--- src/rtl/pipe_reg_skid_pkg.sv ---
// Shared pcpu types for the inter-stage pipeline register.
package pcpu;
  localparam logic [31:0] NOP_INST_DEF = 32'h00000013;

  typedef struct packed {
    logic [31:0] pc;
    logic [31:0] inst;
    logic        lvalid;
  } PipeLane_t;

  typedef enum logic [1:0] {
    EMPTY = 2'd0,
    ONE   = 2'd1,
    FULL  = 2'd2
  } PipeRegState_t;

  typedef struct packed {
    logic [31:0] pc;
    logic [31:0] inst;
  } Debug_t;
endpackage

--- src/rtl/pipe_reg_skid_entry.sv ---
// One storage entry: LANES instruction slots plus sideband, with load,
// kill-on-load (slots become NOPs, PCs/sideband kept) and synchronous clear.
module pipe_reg_entry
  import pcpu::*;
#(
  parameter int          LANES    = 1,
  parameter int          SIDE_W   = 8,
  parameter logic [31:0] NOP_INST = NOP_INST_DEF
) (
  input  logic                   clk_PR,
  input  logic                   clear,
  input  logic                   load,
  input  logic                   kill,
  input  logic [LANES-1:0][31:0] d_pc,
  input  logic [LANES-1:0][31:0] d_inst,
  input  logic [LANES-1:0]       d_lmask,
  input  logic [SIDE_W-1:0]      d_side,
  output logic [LANES-1:0][31:0] q_pc,
  output logic [LANES-1:0][31:0] q_inst,
  output logic [LANES-1:0]       q_lmask,
  output logic [SIDE_W-1:0]      q_side
);
  PipeLane_t [LANES-1:0] lane_q;
  logic [SIDE_W-1:0]     side_q;

  for (genvar g = 0; g < LANES; g++) begin : g_lane
    always_ff @(posedge clk_PR) begin
      if (clear) begin
        lane_q[g] <= '{pc: 32'h0, inst: NOP_INST, lvalid: 1'b0};
      end else if (load) begin
        lane_q[g].pc     <= d_pc[g];
        lane_q[g].inst   <= kill ? NOP_INST : d_inst[g];
        lane_q[g].lvalid <= d_lmask[g] & ~kill;
      end
    end
    assign q_pc[g]    = lane_q[g].pc;
    assign q_inst[g]  = lane_q[g].inst;
    assign q_lmask[g] = lane_q[g].lvalid;
  end

  always_ff @(posedge clk_PR) begin
    if (clear)     side_q <= '0;
    else if (load) side_q <= d_side;
  end

  assign q_side = side_q;
endmodule

--- src/rtl/pipe_reg_skid.sv ---
// Valid/ready pipeline register with a two-entry skid buffer, flush and bubble
// injection. Optional PIPE_REG_DEBUG_EN adds debug_out_PR/stall_cnt_PR/flush_cnt_PR.
module pipe_reg_skid
  import pcpu::*;
#(
  parameter int          LANES    = 1,
  parameter int          SIDE_W   = 8,
  parameter logic [31:0] NOP_INST = NOP_INST_DEF
) (
  input  logic                   clk_PR,
  input  logic                   rstn_PR,
  input  logic                   in_valid_PR,
  output logic                   in_ready_PR,
  input  logic [LANES-1:0][31:0] in_pc_PR,
  input  logic [LANES-1:0][31:0] in_inst_PR,
  input  logic [LANES-1:0]       in_lmask_PR,
  input  logic [SIDE_W-1:0]      in_side_PR,
  input  logic                   kill_in_PR,
  input  logic                   flush_PR,
  output logic                   out_valid_PR,
  input  logic                   out_ready_PR,
  output logic [LANES-1:0][31:0] out_pc_PR,
  output logic [LANES-1:0][31:0] out_inst_PR,
  output logic [LANES-1:0]       out_lmask_PR,
  output logic [SIDE_W-1:0]      out_side_PR
`ifdef PIPE_REG_DEBUG_EN
  ,
  output Debug_t                 debug_out_PR,
  output logic [31:0]            stall_cnt_PR,
  output logic [31:0]            flush_cnt_PR
`endif
);
  PipeRegState_t state_q;
  logic          out_valid_q;
  logic          acc, fire, live;
  logic          main_load, main_from_skid, main_kill, skid_load;

  logic [LANES-1:0][31:0] main_pc, main_inst, skid_pc, skid_inst;
  logic [LANES-1:0][31:0] main_d_pc, main_d_inst;
  logic [LANES-1:0]       main_lmask, skid_lmask, main_d_lmask;
  logic [SIDE_W-1:0]      main_side, skid_side, main_d_side;

  // in_ready depends only on registered state and reset, never on out_ready.
  assign in_ready_PR = rstn_PR & (state_q != FULL);
  assign acc         = in_valid_PR & in_ready_PR;
  assign fire        = out_valid_q & out_ready_PR;
  assign live        = rstn_PR & ~flush_PR;

  always_ff @(posedge clk_PR) begin
    if (!rstn_PR) begin
      state_q     <= EMPTY;
      out_valid_q <= 1'b0;
    end else if (flush_PR) begin
      state_q     <= EMPTY;
      out_valid_q <= 1'b0;
    end else begin
      case (state_q)
        EMPTY: if (acc) begin
          state_q     <= ONE;
          out_valid_q <= 1'b1;
        end
        ONE: if (acc && !fire) begin
          state_q <= FULL;
        end else if (!acc && fire) begin
          state_q     <= EMPTY;
          out_valid_q <= 1'b0;
        end
        FULL: if (fire) state_q <= ONE;
        default: begin
          state_q     <= EMPTY;
          out_valid_q <= 1'b0;
        end
      endcase
    end
  end

  assign main_from_skid = (state_q == FULL);
  assign main_load = live & (((state_q == EMPTY) & acc) |
                             ((state_q == ONE) & acc & fire) |
                             ((state_q == FULL) & fire));
  assign skid_load = live & (state_q == ONE) & acc & ~fire;
  // Skid contents were already killed on their way in.
  assign main_kill    = ~main_from_skid & kill_in_PR;
  assign main_d_pc    = main_from_skid ? skid_pc    : in_pc_PR;
  assign main_d_inst  = main_from_skid ? skid_inst  : in_inst_PR;
  assign main_d_lmask = main_from_skid ? skid_lmask : in_lmask_PR;
  assign main_d_side  = main_from_skid ? skid_side  : in_side_PR;

  pipe_reg_entry #(.LANES(LANES), .SIDE_W(SIDE_W), .NOP_INST(NOP_INST)) u_main (
    .clk_PR (clk_PR),
    .clear  (~rstn_PR),
    .load   (main_load),
    .kill   (main_kill),
    .d_pc   (main_d_pc),
    .d_inst (main_d_inst),
    .d_lmask(main_d_lmask),
    .d_side (main_d_side),
    .q_pc   (main_pc),
    .q_inst (main_inst),
    .q_lmask(main_lmask),
    .q_side (main_side)
  );

  pipe_reg_entry #(.LANES(LANES), .SIDE_W(SIDE_W), .NOP_INST(NOP_INST)) u_skid (
    .clk_PR (clk_PR),
    .clear  (~rstn_PR | flush_PR),
    .load   (skid_load),
    .kill   (kill_in_PR),
    .d_pc   (in_pc_PR),
    .d_inst (in_inst_PR),
    .d_lmask(in_lmask_PR),
    .d_side (in_side_PR),
    .q_pc   (skid_pc),
    .q_inst (skid_inst),
    .q_lmask(skid_lmask),
    .q_side (skid_side)
  );

  // PC and sideband keep the last main contents while the head is invalid.
  assign out_valid_PR = out_valid_q;
  assign out_pc_PR    = main_pc;
  assign out_side_PR  = main_side;
  assign out_lmask_PR = out_valid_q ? main_lmask : '0;
  for (genvar g = 0; g < LANES; g++) begin : g_out
    assign out_inst_PR[g] = out_valid_q ? main_inst[g] : NOP_INST;
  end

`ifdef PIPE_REG_DEBUG_EN
  always_ff @(posedge clk_PR) begin
    if (!rstn_PR) begin
      debug_out_PR <= '0;
      stall_cnt_PR <= '0;
      flush_cnt_PR <= '0;
    end else begin
      if (acc)                        debug_out_PR <= '{pc: in_pc_PR[0], inst: in_inst_PR[0]};
      if (out_valid_q && !out_ready_PR) stall_cnt_PR <= stall_cnt_PR + 32'd1;
      if (flush_PR)                   flush_cnt_PR <= flush_cnt_PR + 32'd1;
    end
  end
`endif
endmodule

--- config.mk ---
export PLATFORM = sky130hd
export DESIGN_NAME = pipe_reg_skid
export DESIGN_NICKNAME = d
export VERILOG_FILES = /design/src/rtl/pipe_reg_skid_pkg.sv /design/src/rtl/pipe_reg_skid_entry.sv /design/src/rtl/pipe_reg_skid.sv
export SDC_FILE = /design/constraint.sdc
export NUM_CORES = 1
export LEC_CHECK = 0
export CAP_MARGIN = 25
export CELL_PAD_IN_SITES_DETAIL_PLACEMENT = 0
export CELL_PAD_IN_SITES_GLOBAL_PLACEMENT = 1
export CORE_MARGIN = 3
export CORE_UTILIZATION = 42
export DETAILED_ROUTE_END_ITERATION = 6
export GPL_TIMING_DRIVEN = 1
export PLACE_DENSITY_LB_ADDON = 0.1
export SETUP_SLACK_MARGIN = 0.05
export SLEW_MARGIN = 5
export SYNTH_ARGS = -nofsm -noshare
export SYNTH_HDL_FRONTEND = slang
export SYNTH_HIERARCHICAL = 1
export SYNTH_SLANG_ARGS = --single-unit
--- constraint.sdc ---
create_clock -name clk_PR -period 3.4 [get_ports clk_PR]
set_input_delay 0.68 -clock clk_PR [delete_from_list [all_inputs] [get_ports clk_PR]]
set_output_delay 0.68 -clock clk_PR [all_outputs]
set_load 0.01 [all_outputs]
==> qor.csv <==
metric,value,unit
setup_viol,0,
ant_nets,0,
cts_resized,0,
hold_depth,2,
grt_pass1_wl,27.26,mm
fin_setup_tns,0,ns
insertion_delay,0.41,ns
p_leak,3.028,nW
worst_setup_path_end_kind,output port,
pwr_density_cell,445.4,mW/mm^2
hold_viol,0,
clockBufferDepth,2,
seq_area,0.002983,mm^2
hold_class,reg2reg,
synth-warning-count,6,
drt_iter0_drc,215,
seq_area_frac_synth,43.06,%
dieArea,0.01807,mm^2
firstDrtPassIters,5,
num_rows,46,
core,0.01600,mm^2
syn_nets,780,
avgViaCountPerCell,5.034,
wl_per_cell,15.94,um
grt_overflow,0,
drc,0,
final_common_cell,clkdlybuf4s50_1,
portBuffers,153,
synth_area_leaders,"dfxtp_1, mux2i_1, mux2_2, nand3b_1, nand2b_1",
tritoncts,built,
slew_viol_final,0,
placedCellCount,1022,
final_layout_size_suffix_gt1_share,14.59,%
antenna_cells,0,
yosysTopAreaCell,dfxtp_1,
netlist_instances,699,
fmax,0.3590,GHz
hold_buffers,0,
crit_cells,3,
crit_path_start_kind,register,
maxCapViolCount,0,
path_cells,"buf_4, and2_1, clkdlybuf4s50_1",
grt_max_degree,77,
io_pins,154,
synth_area,0.006927,mm^2
vias,5296,
irDropWorstVdd,0.0003589,V
area_growth,31.58,%
synth_cell_type_count,28,
avgSynthCellArea,9.909,um^2
worst_path_max_delay_cell,dfxtp_1,
synth-seq-cells,149,
antenna_found_initial,0,
cp_top_family,buffers and inverters,
cts_made_buffers,17,
cts-htree-levels,4,
required,2.72,ns
tightestPinTransition,0.9012,ns
gp_congestion,0.7806,
period_share,81.93,%
grt_pass1_vias,5405,
synth_top_area_share,43.06,%
relSlewSlack,39.92,%
hpwl,10.50,mm
r2r_cells,7,
start_util,43.29,%
track_usage,18.63,%
clockRootBuffer,clkbuf_16,
cp_max_fo,20,
skew,0.006720,ns
critPathMaxStageDelay,0.66,ns
layout_min_cycle_time,2.786,ns
die_h,134.4,um
path_class,reg2out,
arrival,2.11,ns
num-nets-final,906,
clk_pin_slew_worst_paths,0.06,ns
clock_sinks,149,
die-width,134.4,um
crit_buf_inv,2,
wl,16.77,mm
post_cts_buffers,0,
final_cells,1052,
mostFrequentLayoutCells,"clkdlybuf4s50_1, dfxtp_1, nor2_1",
n_fill_cell,1449,
grt_setup_unrepaired,no,
multi_input_comb_area,0.003602,mm^2
status,completed,
[cell usage after synthesis]
master    count
buf_8         3
nor2_1       89
nor4_1        1
a21oi_1      69
nor2b_2       1
mux2_4       15
mux2i_1      80
buf_4        13
nand3b_1     63
buf_2        11
clkbuf_1     19
nor3_1        6
a31oi_1       1
nand2_1       3
and2_1       30
buf_1         4
and4bb_2      1
dfxtp_1     149
or3_1         1
inv_1         3
nand3_1       1
nand2b_1     64
ha_1          2
nor2b_1       3
mux2_2       58
buf_6         7
a21bo_2       1
nand3_2       1
[power breakdown]
group | internal [mW] | total (mW) | switching, mW
Combinational | 0.201 | 0.347 | 0.146
Sequential | 1.77 | 1.79 | 0.0157
Clock | 1.22 | 1.93 | 0.702
[cells by family after synthesis]
family                   Yosys count  share of synthesized area, %
multiplexers                     153                         24.24
AO/OA/AOI/OAI                     71                         5.220
flip-flops                       149                         43.06
buffers and inverters             60                         5.401
adder cells (fa/ha/maj)            2                        0.3612
AND/OR/NAND/NOR                  264                         21.71
[routing by layer]
metal  global-route usage [%]  part of all wire (%)
met5                        0                     0
met4                    5.260                  0.68
met3                    5.364                   5.5
met2                    31.45                    49
met1                    23.26                    45
[cell type report]
type / count / share of cell area, %
multi-input combinational: 490 / 39.52
timing repair buffer: 164 / 17.98
tap: 216 / 2.965
sequential: 149 / 32.73
clock inverter: 8 / 1.359
inverter: 3 / 0.1236
clock buffer: 22 / 5.313
[stage by stage]
step	total power [mW]	hold slack, ns	utilization (%)	cell area, um^2	setup WS, ns
floorplan	1.995	0.4407	-	6927	1.387
global placement	2.169	0.4503	53.16	8506	0.7050
detailed placement	2.176	0.4535	53.16	8506	0.6784
CTS	4.110	0.4636	56.96	9114	0.5587
global route	4.211	0.4826	56.96	9114	0.4507
finish	4.060	0.4625	56.96	9114	0.6144
[worst reg2reg max path, cell delays in order (launching register included)]
cell	delay, ns
dfxtp_1	0.66
buf_4	0.33
a21bo_2	0.18
nand3b_1	0.13
a21oi_4	0.20
buf_4	0.44
mux2i_1	0.28
nor2_1	0.06
[sequential cells by signal, indices dropped and copies added (netlist names)]
name	flops
u_main/q_pc	32
state_q	2
u_main/q_side	8
u_main/q_lmask	1
out_valid_PR	1
u_skid/q_side	8
u_main/q_inst	32
u_skid/q_inst	32
u_skid/q_pc	32
u_skid/q_lmask	1
[final timing paths]
check                                      start                        endpoint  slack (ns)
setup reg to reg       out_valid_PR$_SDFFE_PP0P_    u_main/q_pc[29]$_SDFFE_PP0P_        0.98
hold reg to reg   u_main/q_inst[25]$_SDFFE_PP0P_  u_main/q_inst[25]$_SDFFE_PP0P_        0.46
setup / recovery       out_valid_PR$_SDFFE_PP0P_                 out_inst_PR[27]        0.61
hold / removal    u_main/q_inst[25]$_SDFFE_PP0P_  u_main/q_inst[25]$_SDFFE_PP0P_        0.46
Note: power is estimated with default switching activity, not from simulation.
